### src/rtl/ex_pkg.sv
// ex_pkg -- shared definitions for the EX pipeline stage.
//
// Holds the ALU command codes, the bit layout of the ID/EX and EX/MEM
// pipeline buses, and the encoding of the multiply FSM states.
//
// The control fields (mem_we, mem_wdata, wb_en, wb_dest, wb_sel) occupy
// the low CTRL_W bits of both buses with an identical layout. EX can
// therefore carry them across as one slice.

package ex_pkg;

   localparam int DATA_W   = 16;
   localparam int CMD_W    = 4;
   localparam int SHAMT_W  = 4;
   localparam int CTRL_W   = 22;
   localparam int ID_EX_W  = 58;
   localparam int EX_MEM_W = 38;

   // id_ex_bus field offsets
   localparam int CMD_LSB  = 54;
   localparam int SRC1_LSB = 38;
   localparam int SRC2_LSB = 22;

   // Shared control-field offsets (same position in both buses)
   localparam int MEM_WE_BIT    = 21;
   localparam int MEM_WDATA_LSB = 5;
   localparam int WB_EN_BIT     = 4;
   localparam int WB_DEST_LSB   = 1;
   localparam int WB_DEST_W     = 3;
   localparam int WB_SEL_BIT    = 0;

   // ex_mem_bus field offsets
   localparam int RESULT_LSB = 22;

   // Command codes; 11-15 are reserved
   localparam logic [CMD_W-1:0] CMD_NOP = 4'd0;
   localparam logic [CMD_W-1:0] CMD_ADD = 4'd1;
   localparam logic [CMD_W-1:0] CMD_SUB = 4'd2;
   localparam logic [CMD_W-1:0] CMD_AND = 4'd3;
   localparam logic [CMD_W-1:0] CMD_OR  = 4'd4;
   localparam logic [CMD_W-1:0] CMD_NOR = 4'd5;
   localparam logic [CMD_W-1:0] CMD_XOR = 4'd6;
   localparam logic [CMD_W-1:0] CMD_SLL = 4'd7;
   localparam logic [CMD_W-1:0] CMD_SRL = 4'd8;
   localparam logic [CMD_W-1:0] CMD_SRA = 4'd9;
   localparam logic [CMD_W-1:0] CMD_MUL = 4'd10;

   typedef enum logic {
      IDLE    = 1'b0,
      MUL_RUN = 1'b1
   } state_e;

endpackage

### src/rtl/ex_alu.sv
// ex_alu -- combinational single-cycle ALU of the EX stage.
//
// Ports:
//   cmd    [3:0]  : operation code (see ex_pkg)
//   src1   [15:0] : first operand
//   src2   [15:0] : second operand; src2[3:0] is the shift amount
//   result [15:0] : 16-bit result, modulo 2^16
//
// NOP, MUL and the reserved codes produce 0. MUL is handled by the
// iterative multiplier in ex_stage, not here.

module ex_alu
   import ex_pkg::*;
(
   input  logic [CMD_W-1:0]  cmd,
   input  logic [DATA_W-1:0] src1,
   input  logic [DATA_W-1:0] src2,
   output logic [DATA_W-1:0] result
);

   logic [SHAMT_W-1:0] shamt;

   assign shamt = src2[SHAMT_W-1:0];

   // NOTE: assign a default before the case so every path drives result;
   // a missing assignment in combinational logic infers a latch.
   always_comb begin
      result = '0;
      unique case (cmd)
         CMD_ADD: result = src1 + src2;
         CMD_SUB: result = src1 - src2;
         CMD_AND: result = src1 & src2;
         CMD_OR:  result = src1 | src2;
         CMD_NOR: result = ~(src1 | src2);
         CMD_XOR: result = src1 ^ src2;
         CMD_SLL: result = src1 << shamt;
         CMD_SRL: result = src1 >> shamt;
         CMD_SRA: result = DATA_W'($signed(src1) >>> shamt);
         default: result = '0;
      endcase
   end

endmodule

### src/rtl/ex_stage.sv
// ex_stage -- EX pipeline stage: single-cycle ALU plus an optional
// iterative 16x16 shift-add multiplier. The stage ends in the EX/MEM
// pipeline register.
//
// Ports:
//   clock      : rising-edge clock
//   reset      : synchronous, active-high reset
//   id_ex_bus  : [57:54] cmd, [53:38] src1, [37:22] src2, [21:0] control
//   mem_stall  : MEM cannot accept; all state holds
//   ex_busy    : upstream must hold id_ex_bus stable while high
//   ex_mem_bus : [37:22] alu_result, [21:0] control (registered)
//
// Configuration:
//   EX_MUL_EN defined   -> cmd 10 runs a 16-iteration multiply FSM.
//   EX_MUL_EN undefined -> cmd 10 is reserved, ex_busy == mem_stall.

module ex_stage
   import ex_pkg::*;
(
   input  logic                clock,
   input  logic                reset,
   input  logic [ID_EX_W-1:0]  id_ex_bus,
   input  logic                mem_stall,
   output logic                ex_busy,
   output logic [EX_MEM_W-1:0] ex_mem_bus
);

   logic [CMD_W-1:0]  cmd;
   logic [DATA_W-1:0] src1;
   logic [DATA_W-1:0] src2;
   logic [CTRL_W-1:0] ctrl;
   logic [DATA_W-1:0] alu_result;

   assign cmd  = id_ex_bus[CMD_LSB  +: CMD_W];
   assign src1 = id_ex_bus[SRC1_LSB +: DATA_W];
   assign src2 = id_ex_bus[SRC2_LSB +: DATA_W];
   assign ctrl = id_ex_bus[CTRL_W-1:0];

   ex_alu u_alu (
      .cmd    (cmd),
      .src1   (src1),
      .src2   (src2),
      .result (alu_result)
   );

`ifdef EX_MUL_EN

   state_e            state,    state_next;
   logic [3:0]        cnt,      cnt_next;
   logic [DATA_W-1:0] mcand,    mcand_next;
   logic [DATA_W-1:0] mplier,   mplier_next;
   logic [DATA_W-1:0] acc,      acc_next;
   logic [CTRL_W-1:0] ctrl_cap, ctrl_cap_next;
   logic [EX_MEM_W-1:0] bus_next;
   logic [DATA_W-1:0] partial;

   // One shift-add step. Only the low 16 product bits are kept, so
   // mcand shifts left and the bits that fall off never matter.
   assign partial = acc + (mplier[0] ? mcand : '0);

   always_comb begin
      state_next    = state;
      cnt_next      = cnt;
      mcand_next    = mcand;
      mplier_next   = mplier;
      acc_next      = acc;
      ctrl_cap_next = ctrl_cap;
      bus_next      = ex_mem_bus;

      if (!mem_stall) begin
         unique case (state)
            IDLE: begin
               if (cmd == CMD_MUL) begin
                  mcand_next    = src1;
                  mplier_next   = src2;
                  acc_next      = '0;
                  ctrl_cap_next = ctrl;
                  cnt_next      = '0;
                  bus_next      = '0;
                  state_next    = MUL_RUN;
               end else begin
                  bus_next = {alu_result, ctrl};
               end
            end
            MUL_RUN: begin
               acc_next    = partial;
               mcand_next  = mcand << 1;
               mplier_next = mplier >> 1;
               cnt_next    = cnt + 4'd1;
               bus_next    = '0;
               // partial already includes the 16th iteration here
               if (cnt == 4'd15) begin
                  bus_next   = {partial, ctrl_cap};
                  state_next = IDLE;
               end
            end
            default: state_next = IDLE;
         endcase
      end
   end

   // NOTE: sequential state uses non-blocking assignments so every
   // register samples the pre-edge values regardless of statement order.
   always_ff @(posedge clock) begin
      if (reset) begin
         state      <= IDLE;
         cnt        <= '0;
         mcand      <= '0;
         mplier     <= '0;
         acc        <= '0;
         ctrl_cap   <= '0;
         ex_mem_bus <= '0;
      end else begin
         state      <= state_next;
         cnt        <= cnt_next;
         mcand      <= mcand_next;
         mplier     <= mplier_next;
         acc        <= acc_next;
         ctrl_cap   <= ctrl_cap_next;
         ex_mem_bus <= bus_next;
      end
   end

   assign ex_busy = (state == MUL_RUN) || mem_stall;

`else

   always_ff @(posedge clock) begin
      if (reset) begin
         ex_mem_bus <= '0;
      end else if (!mem_stall) begin
         ex_mem_bus <= {alu_result, ctrl};
      end
   end

   assign ex_busy = mem_stall;

`endif

endmodule

### config.mk
export PLATFORM = sky130hd
export DESIGN_NAME = ex_stage
export DESIGN_NICKNAME = d
export VERILOG_FILES = /design/src/rtl/ex_pkg.sv /design/src/rtl/ex_alu.sv /design/src/rtl/ex_stage.sv
export SDC_FILE = /design/constraint.sdc
export NUM_CORES = 1
export LEC_CHECK = 0
export CORE_UTILIZATION = 30
export DETAILED_ROUTE_END_ITERATION = 12
export GPL_ROUTABILITY_DRIVEN = 0
export GPL_TIMING_DRIVEN = 0
export MAX_ROUTING_LAYER = met4
export SKIP_CTS_REPAIR_TIMING = 1
export SKIP_LAST_GASP = 1
export SYNTH_ARGS = -nofsm -noshare
export SYNTH_HDL_FRONTEND = slang
export SYNTH_SLANG_ARGS = --single-unit
### constraint.sdc
create_clock -name clock -period 3.4 [get_ports clock]
set_input_delay 0.51 -clock clock [delete_from_list [all_inputs] [get_ports clock]]
set_output_delay 0.51 -clock clock [all_outputs]
set_load 0.005 [all_outputs]
==> metrics.csv, run 1 <==
stage,metric,value,unit
worst_setup_path,crit_path_end,ex_mem_bus[29],
route,drt_iter0_drc,702,
power_and_ir_drop,p_leak,0.00281,uW
sta,setup_viol,0,
clocking,cts.sinks,38,
sta,fin_crit_sh,97.2,%
layout,layoutNonFillerInstCount,958,
floorplanning,die_h,132,um
route,vias,5585,
yosys,synth_common_cells,"nor2_1, nand2_1, ha_1",
clocking,numCtsBuffers,5,
grt,grt_pass1_vias,5205,
worst_setup_path,crit_fanout,10,
clocking,clockRootBuffer,clkbuf_16,
yosys,ys.flop_type,dfxtp_1,
yosys,yosysWarnings,0,
grt,grt_first_pass_wirelength,30.3,mm
layout,drive_gt1_share,16.0,%
layout,top_register,ex_mem_bus,
worst_setup_path,reg2reg_depth,5,
route,drc,0,
sta,clock.fmax,303,MHz
clocking,cts_tree,built,
worst_setup_path,cp-start-kind,input pin,
power_and_ir_drop,powerDensity,285,nW/um2
flow_run,drv_cap,0,
sta,drv_slew,0,
route,avgViaCountPerCell,5.83,
worst_setup_path,required,3.56,ns
route,drtPass1Iterations,6,
worst_setup_path,crit_start,id_ex_bus[24],
layout,utilization,41.7,%
layout,fill_cells,1692,
route,wl_per_cell,20.8,um
yosys,avgSynthCellArea,8.21,um2
clocking,clk_latency,0.27,ns
power_and_ir_drop,ir_drop,216,uV
layout,largest_reg_flops,38,
yosys,synthMuxAreaShare,17.9,%
sta,relSlewSlack,15.6,%
floorplanning,die_area,17500,um2
placement,dp_cells,936,
yosys,synth_top_family_by_area,compound AO/OA/AOI/OAI gates,
worst_setup_path,critPathArrivalTime,3.47,ns
floorplanning,die_w,132,um
layout,nets,848,
worst_setup_path,critPathCaptureType,flip-flop,
layout,reg_top3,ex_mem_bus (38),
grt,grt_use_total,22.8,%
floorplanning,initial_core_util,30.7,%
yosys,synth_nets,731,
clocking,htree_levels,2,
worst_setup_path,crit_type,input pin to flip-flop,
floorplanning,fp-row-count,47,
clocking,clk_pin_slew,0.07,ns
sta,finalHoldViolations,0,
hold_path,min_path_type,flip-flop to flip-flop,
worst_setup_path,r2r_start,ex_mem_bus[33],
yosys,synth_area,5090,um2
outcome,status,completed,
grt,antenna_found_initial,0,
yosys,synth_cell_types,77,
sta,tightest_slew,1.25,ns
sta,clock_skew,0,ns
layout,n_antenna_cell,0,
floorplanning,fp.coreArea,16600,um2
sta,period_needed,3.31,ns
yosys,synth-xor-area-share,3.79,%
yosys,ys_ff_latch,38,
yosys,synth.most_common_cell,nor2_1,
yosys,yosys.area.top_type,dfxtp_1,
floorplanning,io_pins,100,
yosys,synthAdderAreaFrac,12.4,%
route,ant_nets,0,
placement,hpwl,15.3,mm
placement,portBuffers,96,
yosys,yosys.area.top_type_share,14.9,%
grt,grt_max_degree,13,
yosys,synthArstFlopShare,0,%
yosys,yosys.area_share.simple,16.8,%
layout,multiInputGateArea,4130,um2
layout,area_growth,36.0,%
yosys,ys_seq_area_share,14.9,%
worst_setup_path,rrSetupSlack,2.07,ns
grt,overflow,0,
worst_setup_path,r2r_end,ex_mem_bus[33],
yosys,synth-compound-area-share,26.1,%
sta,rsz0062_at_grt,false,
yosys,synthCells,620,
yosys,synth_enable_flop_cells,0,
route,drt_wl_total,20.0,mm
layout,regArea,761,um2
clocking,cts_buffer_depth,2,
yosys,netlist_top_cells_area,"dfxtp_1, ha_1, mux4_2, mux2i_1, nor2_1",
==> power breakdown <==
part | leakage (uW) | switching (uW) | internal [uW] | total, uW
clock | 0.0000971 | 190 | 441 | 631
sequential | 0.000312 | 13.0 | 469 | 482
combinational | 0.00240 | 470 | 391 | 861
total | 0.00281 | 673 | 1300 | 1970
==> layout make-up <==
class / instances / area share [%]
multi-input cells: 501 / 59.7
plain buffers: 40 / 4.00
inverters: 37 / 2.17
clock inverters: 2 / 0.868
clock buffers: 6 / 2.01
repair buffers: 114 / 16.2
flip-flops and latches: 38 / 11.0
well taps: 220 / 3.98
==> how the worst min path moves through the flow <==
stage                         startpoint              to  slack [ns]  cells after the start
after floorplan           ex_mem_bus[30]  ex_mem_bus[30]        0.46                      2
after global placement    ex_mem_bus[30]  ex_mem_bus[30]        0.46                      2
after detailed placement  ex_mem_bus[26]  ex_mem_bus[26]        0.47                      1
after CTS                 ex_mem_bus[26]  ex_mem_bus[26]        0.48                      1
after global routing      ex_mem_bus[22]  ex_mem_bus[22]        0.50                      1
final                     ex_mem_bus[22]  ex_mem_bus[22]        0.49                      1
==> layout by cell type (no fill, tap or decap), types with 7 or more instances in the layout <==
| cell | instances |
|---|---|
| a211oi_1 | 7 |
| a21o_1 | 7 |
| a21oi_1 | 34 |
| a221oi_1 | 7 |
| a22o_1 | 8 |
| a22oi_1 | 12 |
| buf_2 | 8 |
| buf_4 | 23 |
| clkbuf_1 | 11 |
| clkdlybuf4s50_1 | 85 |
| dfxtp_1 | 38 |
| dlymetal6s2s_1 | 11 |
| ha_1 | 46 |
| inv_1 | 34 |
| mux2i_1 | 28 |
| mux4_2 | 23 |
| nand2_1 | 50 |
| nand2b_1 | 7 |
| nand3_1 | 10 |
| nor2_1 | 61 |
| nor2b_1 | 9 |
| nor3_1 | 13 |
| o211ai_1 | 9 |
| o21ai_0 | 34 |
| xnor2_1 | 18 |
==> critical path: stages <==
cell	delay (ns)
clkdlybuf4s50_1	0.52
clkbuf_8	0.21
clkinvlp_4	0.18
nand2_2	0.15
o21ai_0	0.11
xnor2_1	0.20
ha_1	0.29
or3_1	0.37
a21oi_4	0.23
a21oi_4	0.07
or2_2	0.30
a31oi_2	0.24
a21oi_1	0.09
==> per-layer routing <==
layer | track usage (%) | vias to the layer above | wire length (um)
met3 | 3.77 | 64 | 2180
met1 | 30.5 | 2565 | 8420
met2 | 33.9 | 387 | 8380
li1 | - | 2569 | -
met4 | 9.90 | 0 | 968
met5 | - | - | 0
==> metrics by stage <==
step	setup slack (ns)	setup TNS (ns)	total power [uW]	hold WS [ns]	cell area, um2
finish	0.0945	0	1970	0.485	6920
global route	0.00911	0	2070	0.502	6920
CTS	-0.791	-7.38	1890	0.481	6520
detailed placement	-1.08	-11.53	1260	0.467	6320
global placement	-1.08	-11.41	1250	0.464	6320
floorplan	0.287	0	955	0.458	5090
==> kinds of logic after synthesis <==
| family | Yosys count |
|---|---|
| compound gates | 193 |
| xor+xnor | 22 |
| fa+ha+maj | 50 |
| flops | 38 |
| simple gates | 179 |
| buf+inv | 81 |
| mux | 57 |
(Power assumes the default switching activity.)
==> inputs of run 2 (changes only) <==
Settings changed: SYNTH_HIERARCHICAL set to 1.
Clock period 3.4 ns to 4.3 ns, I/O delays scaled along.
==> metrics.csv, run 2 <==
stage,metric,value,unit,change
yosys,synth-compound-area-share,23.3,%,was 26.1%
yosys,ys_ff_latch,38,,unchanged
floorplanning,die_h,131,um,was 132 um
worst_setup_path,critPathArrivalTime,4.32,ns,was 3.47 ns
route,avgViaCountPerCell,5.66,,was 5.83
clocking,cts_buffer_depth,2,,unchanged
yosys,synth_common_cells,"nor2_1, mux2i_1, ha_1",,"was nor2_1, nand2_1, ha_1"
yosys,avgSynthCellArea,7.90,um2,was 8.21 um2
clocking,cts_tree,built,,unchanged
grt,grt_max_degree,14,,was 13
floorplanning,initial_core_util,31.0,%,was 30.7%
route,ant_nets,0,,unchanged
yosys,synth_nets,739,,was 731
floorplanning,die_w,131,um,was 132 um
flow_run,drv_cap,0,,unchanged
sta,drv_slew,0,,unchanged
yosys,yosys.area.top_type,dfxtp_1,,unchanged
sta,relSlewSlack,41.0,%,was 15.6%
yosys,yosys.area.top_type_share,15.3,%,was 14.9%
grt,grt_first_pass_wirelength,27.7,mm,was 30.3 mm
route,drc,0,,unchanged
layout,top_register,ex_mem_bus,,unchanged
route,vias,5381,,"was 5,585"
sta,holdWs,0.492,ns,was 0.485 ns
yosys,synthArstFlopShare,0,%,unchanged
layout,n_antenna_cell,0,,unchanged
yosys,synth_enable_flop_cells,0,,unchanged
placement,hpwl,14.1,mm,was 15.3 mm
clocking,cts.sinks,38,,unchanged
floorplanning,fp.coreArea,16000,um2,"was 16,600 um2"
yosys,synthMuxAreaShare,19.5,%,was 17.9%
yosys,yosys.area_share.simple,17.2,%,was 16.8%
layout,area_growth,32.6,%,was 36.0%
worst_setup_path,crit_type,input pin to flip-flop,,unchanged
worst_setup_path,crit_fanout,8,,was 10
worst_setup_path,r2r_start,ex_mem_bus[17],,was ex_mem_bus[33]
yosys,synthAdderAreaFrac,12.8,%,was 12.4%
yosys,ys.flop_type,dfxtp_1,,unchanged
layout,layout_commonest_cell,clkdlybuf4s50_1,,unchanged
power_and_ir_drop,powerDensity,229,nW/um2,was 285 nW/um2
worst_setup_path,reg2reg_depth,2,,was 5
route,wl_per_cell,19.0,um,was 20.8 um
sta,period_needed,4.16,ns,
yosys,synthCells,628,,was 620
worst_setup_path,crit_path_end,ex_mem_bus[32],,was ex_mem_bus[29]
yosys,synth.most_common_cell,nor2_1,,unchanged
outcome,status,completed,,unchanged
floorplanning,io_pins,100,,unchanged
clocking,clk_latency,0.28,ns,was 0.27 ns
clocking,htree_levels,2,,unchanged
placement,dp_cells,940,,was 936
yosys,synth-xor-area-share,4.94,%,was 3.79%
worst_setup_path,crit_start,id_ex_bus[24],,unchanged
layout,nets,844,,was 848
yosys,ys_seq_area_share,15.3,%,was 14.9%
sta,tightest_slew,0.872,ns,was 1.25 ns
worst_setup_path,r2r_end,ex_mem_bus[17],,was ex_mem_bus[33]
worst_setup_path,rrSetupSlack,3.67,ns,was 2.07 ns
layout,reg_top3,ex_mem_bus (38),,unchanged
floorplanning,die_area,17100,um2,"was 17,500 um2"
grt,grt_use_total,21.7,%,was 22.8%
grt,overflow,0,,unchanged
clocking,numCtsBuffers,5,,unchanged
yosys,netlist_top_cells_area,"dfxtp_1, ha_1, mux2i_1, mux4_2, nor2_1",,"was dfxtp_1, ha_1, mux4_2, mux2i_1, nor2_1"
sta,clock_skew,0,ns,unchanged
layout,layoutNonFillerInstCount,950,,was 958
yosys,synth_area,4960,um2,was 5090 um2
grt,antenna_found_initial,0,,unchanged
sta,finalHoldViolations,0,,unchanged
worst_setup_path,critPathCaptureType,flip-flop,,unchanged
route,drt_iter0_drc,568,,was 702
clocking,clockRootBuffer,clkbuf_16,,unchanged
route,drtPass1Iterations,7,,was 6
yosys,yosysWarnings,6,,was 0
yosys,synth_cell_types,63,,was 77
floorplanning,fp-row-count,46,,was 47
power_and_ir_drop,ir_drop,156,uV,was 216 uV
layout,utilization,41.1,%,was 41.7%
layout,drive_gt1_share,11.3,%,was 16.0%
route,drt_wl_total,18.1,mm,was 20.0 mm
sta,fin_crit_sh,96.8,%,
layout,layout_common_cells,"clkdlybuf4s50_1, nor2_1, mux2i_1, ha_1, o21ai_0",,"was clkdlybuf4s50_1, nor2_1, nand2_1, ha_1, dfxtp_1"
yosys,synth_top_family_by_area,compound AO/OA/AOI/OAI gates,,unchanged
power_and_ir_drop,p_leak,0.00271,uW,was 0.00281 uW
hold_path,min_path_type,flip-flop to flip-flop,,unchanged
sta,setup_viol,0,,unchanged
grt,grt_pass1_vias,4832,,"was 5,205"
layout,fill_cells,1712,,"was 1,692"
worst_setup_path,required,4.45,ns,was 3.56 ns
sta,clock.fmax,240,MHz,
layout,largest_reg_flops,38,,unchanged
clocking,clk_pin_slew,0.06,ns,was 0.07 ns
placement,portBuffers,96,,unchanged
worst_setup_path,cp-start-kind,input pin,,unchanged
run 2: cell count changes after synthesis, moves of 6 or more:
cell / previous run / this run
a221oi_1: 7 / 13
clkbuf_1: 20 / 27
mux2i_1: 29 / 53
mux4_2: 23 / 16
nand2_1: 51 / 41
nor2_1: 61 / 85
run 2: worst min path at each step:
stage | startpoint | endpoint | slack [ns] | cells after the start
CTS | ex_mem_bus[35] | ex_mem_bus[35] | 0.50 | 2
detailed placement | ex_mem_bus[35] | ex_mem_bus[35] | 0.48 | 2
floorplan | ex_mem_bus[31] | ex_mem_bus[31] | 0.49 | 2
global placement | ex_mem_bus[5] | ex_mem_bus[5] | 0.48 | 2
global route | ex_mem_bus[29] | ex_mem_bus[29] | 0.52 | 2
finish | ex_mem_bus[37] | ex_mem_bus[37] | 0.49 | 2
run 2: layout make-up:
cell class                 instances  area (um2)  share of cell area, %
inverter                          34         134                   2.03
buffer                            40         246                   3.75
clock buffer                       5         125                   1.90
clock inverter                     3        68.8                   1.05
tap                              216         270                   4.11
timing repair buffer             101        1000                   15.2
multi-input combinational        513        3970                   60.4
sequential                        38         761                   11.6
run 2: critical path, stage by stage:
cell             delay, ns
clkdlybuf4s50_1       0.44
clkbuf_1              0.25
nor2_1                0.52
a31oi_1               0.20
xnor2_1               0.16
ha_1                  0.40
and3_1                0.24
a221oi_4              0.32
o31a_1                0.22
xor2_1                0.19
nor2_1                0.08
or4_1                 0.44
mux2i_1               0.14
nor2_1                0.05
run 2: per-stage QoR:
stage / setup WS [ns] / power, uW / setup TNS [ns] / instance area [um2]
after global placement: -0.915 / 998 / -4.78 / 6190
after floorplan: 0.550 / 764 / 0 / 4960
after CTS: -0.653 / 1480 / -2.29 / 6390
after detailed placement: -0.926 / 1000 / -4.80 / 6190
after global routing: -0.0233 / 1590 / -0.0386 / 6580
final: 0.137 / 1510 / 0 / 6580
run 2: power breakdown:
part / internal [uW] / leakage (uW) / switching (uW)
sequential: 375 / 0.000312 / 10.5
clock: 333 / 0.0000940 / 144
combinational: 297 / 0.00231 / 348
total: 1000 / 0.00271 / 503
run 2: cell families after synthesis:
kind of cell	after synthesis
XOR/XNOR	28
buffers and inverters	77
AO/OA/AOI/OAI	173
adder cells (fa/ha/maj)	50
multiplexers	76
AND/OR/NAND/NOR	186
flip-flops	38
run 2: per-layer routing:
metal  routed length, um  vias to the layer above  global-route usage, %
li1                    -                     2530                      -
met1                8260                     2572                   31.0
met2                8040                      247                   31.7
met3                1390                       32                   3.46
met4                 396                        0                   5.41
met5                   0                        -                      -
==> inputs of run 3 (changes only) <==
Settings changed: CORE_ASPECT_RATIO set to 1.25.
Clock period 4.3 ns to 5.3 ns, I/O delays scaled along.
==> metrics.csv, run 3 (same netlist as run 2, synthesis figures left out) <==
stage,metric,value,unit,change
worst_setup_path,crit_type,input pin to flip-flop,,unchanged
worst_setup_path,crit_start,id_ex_bus[23],,was id_ex_bus[24]
sta,drv_slew,0,,unchanged
floorplanning,die_h,146,um,was 131 um
worst_setup_path,reg2reg_depth,2,,unchanged
hold_path,min_path_type,flip-flop to flip-flop,,unchanged
clocking,cts_buffer_depth,2,,unchanged
sta,tightest_slew,1.33,ns,was 0.872 ns
layout,layout_commonest_cell,clkdlybuf4s50_1,,unchanged
power_and_ir_drop,pwr-share-comb,41.6,%,was 42.8%
sta,setup_tns,0,ns,unchanged
worst_setup_path,crit_path_end,ex_mem_bus[32],,unchanged
power_and_ir_drop,internal_power,815,uW,was 1000 uW
sta,relSlewSlack,10.6,%,was 41.0%
flow_run,drv_cap,0,,unchanged
sta,holdWs,0.489,ns,was 0.492 ns
layout,layout_common_cells,"clkdlybuf4s50_1, nor2_1, mux2i_1, ha_1",,"was clkdlybuf4s50_1, nor2_1, mux2i_1, ha_1, o21ai_0"
route,drt_iter0_drc,521,,was 568
floorplanning,die_area,17100,um2,about the same
sta,fin_crit_sh,93.8,%,
worst_setup_path,crit_family,buffers and inverters,,was simple AND/OR/NAND/NOR gates
worst_setup_path,crit_top_cell,nor2_1,,unchanged
sta,rsz0062_at_grt,false,,
floorplanning,initial_core_util,30.6,%,was 31.0%
power_and_ir_drop,p_leak,0.00263,uW,was 0.00271 uW
route,ant_nets,0,,unchanged
worst_setup_path,slowest_stage,or4_1,,was nor2_1
layout,area_growth,29.1,%,was 32.6%
layout,n_antenna_cell,0,,unchanged
clocking,numCtsBuffers,5,,unchanged
grt,antenna_found_initial,0,,unchanged
route,avgViaCountPerCell,5.56,,was 5.66
grt,grt_pass1_vias,4972,,"was 4,832"
placement,placed_cell_area,6190,um2,unchanged
layout,drive_gt1_share,7.51,%,was 11.3%
placement,preCtsSetupSlack,-0.0518,ns,was -0.926 ns
clocking,clk_latency,0.28,ns,about the same
outcome,status,completed,,unchanged
floorplanning,die_w,117,um,was 131 um
power_and_ir_drop,powerDensity,188,nW/um2,was 229 nW/um2
power_and_ir_drop,clkPwrFrac,32.5,%,was 31.7%
grt,grt_use_total,20.5,%,was 21.7%
power_and_ir_drop,total_power,1210,uW,was 1510 uW
power_and_ir_drop,p_sw_share,32.4,%,was 33.4%
power_and_ir_drop,p_sw,391,uW,was 503 uW
floorplanning,fp-row-count,52,,was 46
worst_setup_path,path_buf_inv,5,,was 2
worst_setup_path,cp-start-kind,input pin,,unchanged
worst_setup_path,crit_fanout,10,,was 8
route,drt_wl_total,17.4,mm,was 18.1 mm
floorplanning,fp.coreArea,16200,um2,"was 16,000 um2"
layout,largest_reg_flops,38,,unchanged
power_and_ir_drop,p_seq_share,25.9,%,was 25.5%
sta,fin_ws,0.329,ns,was 0.137 ns
worst_setup_path,rrSetupSlack,4.67,ns,was 3.67 ns
clocking,cts_tree,built,,unchanged
worst_setup_path,path_depth,18,,was 14
worst_setup_path,r2r_start,ex_mem_bus[19],,was ex_mem_bus[17]
worst_setup_path,required,5.45,ns,was 4.45 ns
placement,portBuffers,96,,unchanged
grt,grt_first_pass_wirelength,26.3,mm,was 27.7 mm
placement,hpwl,13.9,mm,was 14.1 mm
worst_setup_path,critPathArrivalTime,5.12,ns,was 4.32 ns
power_and_ir_drop,ir_drop,113,uV,was 156 uV
layout,top_register,ex_mem_bus,,unchanged
layout,nets,842,,was 844
worst_setup_path,cpPeakStageDelay,0.46,ns,was 0.52 ns
grt,grt_max_degree,13,,was 14
layout,final_cell_area,6410,um2,was 6580 um2
worst_setup_path,crit_chain,clkdlybuf4s50_1 -> clkbuf_1 -> buf_2 -> buf_2 -> nor2_1 -> nand2_1 -> o41ai_1 -> xnor2_1 -> ha_1 -> clkbuf_1 -> a21oi_1 -> o21a_1 -> o31a_1 -> xor2_1 -> nor2_1 -> or4_1 -> mux2i_1 -> nor2_1,,was clkdlybuf4s50_1 -> clkbuf_1 -> nor2_1 -> a31oi_1 -> xnor2_1 -> ha_1 -> and3_1 -> a221oi_4 -> o31a_1 -> xor2_1 -> nor2_1 -> or4_1 -> mux2i_1 -> nor2_1
clocking,htree_levels,2,,unchanged
sta,setup_viol,0,,unchanged
sta,period_needed,4.97,ns,
grt,overflow,0,,unchanged
route,vias,5269,,"was 5,381"
worst_setup_path,r2r_end,ex_mem_bus[19],,was ex_mem_bus[17]
floorplanning,io_pins,100,,unchanged
layout,reg_top3,ex_mem_bus (38),,unchanged
worst_setup_path,critPathCaptureType,flip-flop,,unchanged
route,wl_per_cell,18.3,um,was 19.0 um
sta,clock_skew,0,ns,unchanged
clocking,clockRootBuffer,clkbuf_16,,unchanged
clocking,clk_pin_slew,0.05,ns,was 0.06 ns
sta,clock.fmax,201,MHz,
layout,fill_cells,1688,,"was 1,712"
route,drc,0,,unchanged
clocking,cts.sinks,38,,unchanged
route,drtPass1Iterations,5,,was 7
sta,finalHoldViolations,0,,unchanged
run 3: cell count changes in the layout (fill, tap and decap cells not counted), sizes merged:
cell,previous run,this run
buf,21,16
clkbuf,29,33
clkdlybuf4s50,95,96
clkinv,1,0
clkinvlp,1,0
dlymetal6s2s,1,0
inv,33,34
run 3: layout make-up:
type / count / area (um2) / share of cell area [%]
buffer: 43 / 220 / 3.44
clock buffer: 6 / 139 / 2.17
clock inverter: 2 / 60.1 / 0.938
inverter: 34 / 128 / 1.99
multi-input combinational: 513 / 3870 / 60.4
sequential: 38 / 761 / 11.9
tap: 216 / 270 / 4.22
timing repair buffer: 96 / 961 / 15.0
run 3: worst min-delay path by stage:
stage | depth (start not counted) | endpoint | from
floorplan | 2 | ex_mem_bus[31] | ex_mem_bus[31]
detailed placement | 2 | ex_mem_bus[12] | ex_mem_bus[12]
finish | 2 | ex_mem_bus[25] | ex_mem_bus[25]
CTS | 2 | ex_mem_bus[12] | ex_mem_bus[12]
global placement | 2 | ex_mem_bus[31] | ex_mem_bus[31]
global route | 2 | ex_mem_bus[35] | ex_mem_bus[35]
run 3: power by group through the flow:
stage               Combinational [uW]  Sequential, uW  Clock [uW]
floorplan                          300             320           0
global route                       545             315         419
detailed placement                 492             319           0
global placement                   490             318           0
finish                             501             313         392
CTS                                494             313         403
run 3: tightest hold or removal path: stages, from the launching register on:
cell	delay, ns
dfxtp_1	0.32
mux2i_1	0.07
nor2_1	0.07
run 3: stage by stage:
stage / cells / utilization, %
after floorplan: 628 / -
after global placement: 940 / 38.2
after detailed placement: 940 / 38.2
after CTS: 948 / 39.5
after global routing: 948 / 39.5
final: 948 / 39.5
run 3: layer usage:
layer | track usage, % | routed length (um)
met1 | 25.4 | 7300
met2 | 33.5 | 8130
met3 | 2.17 | 1250
met4 | 8.80 | 708
met5 | - | 0
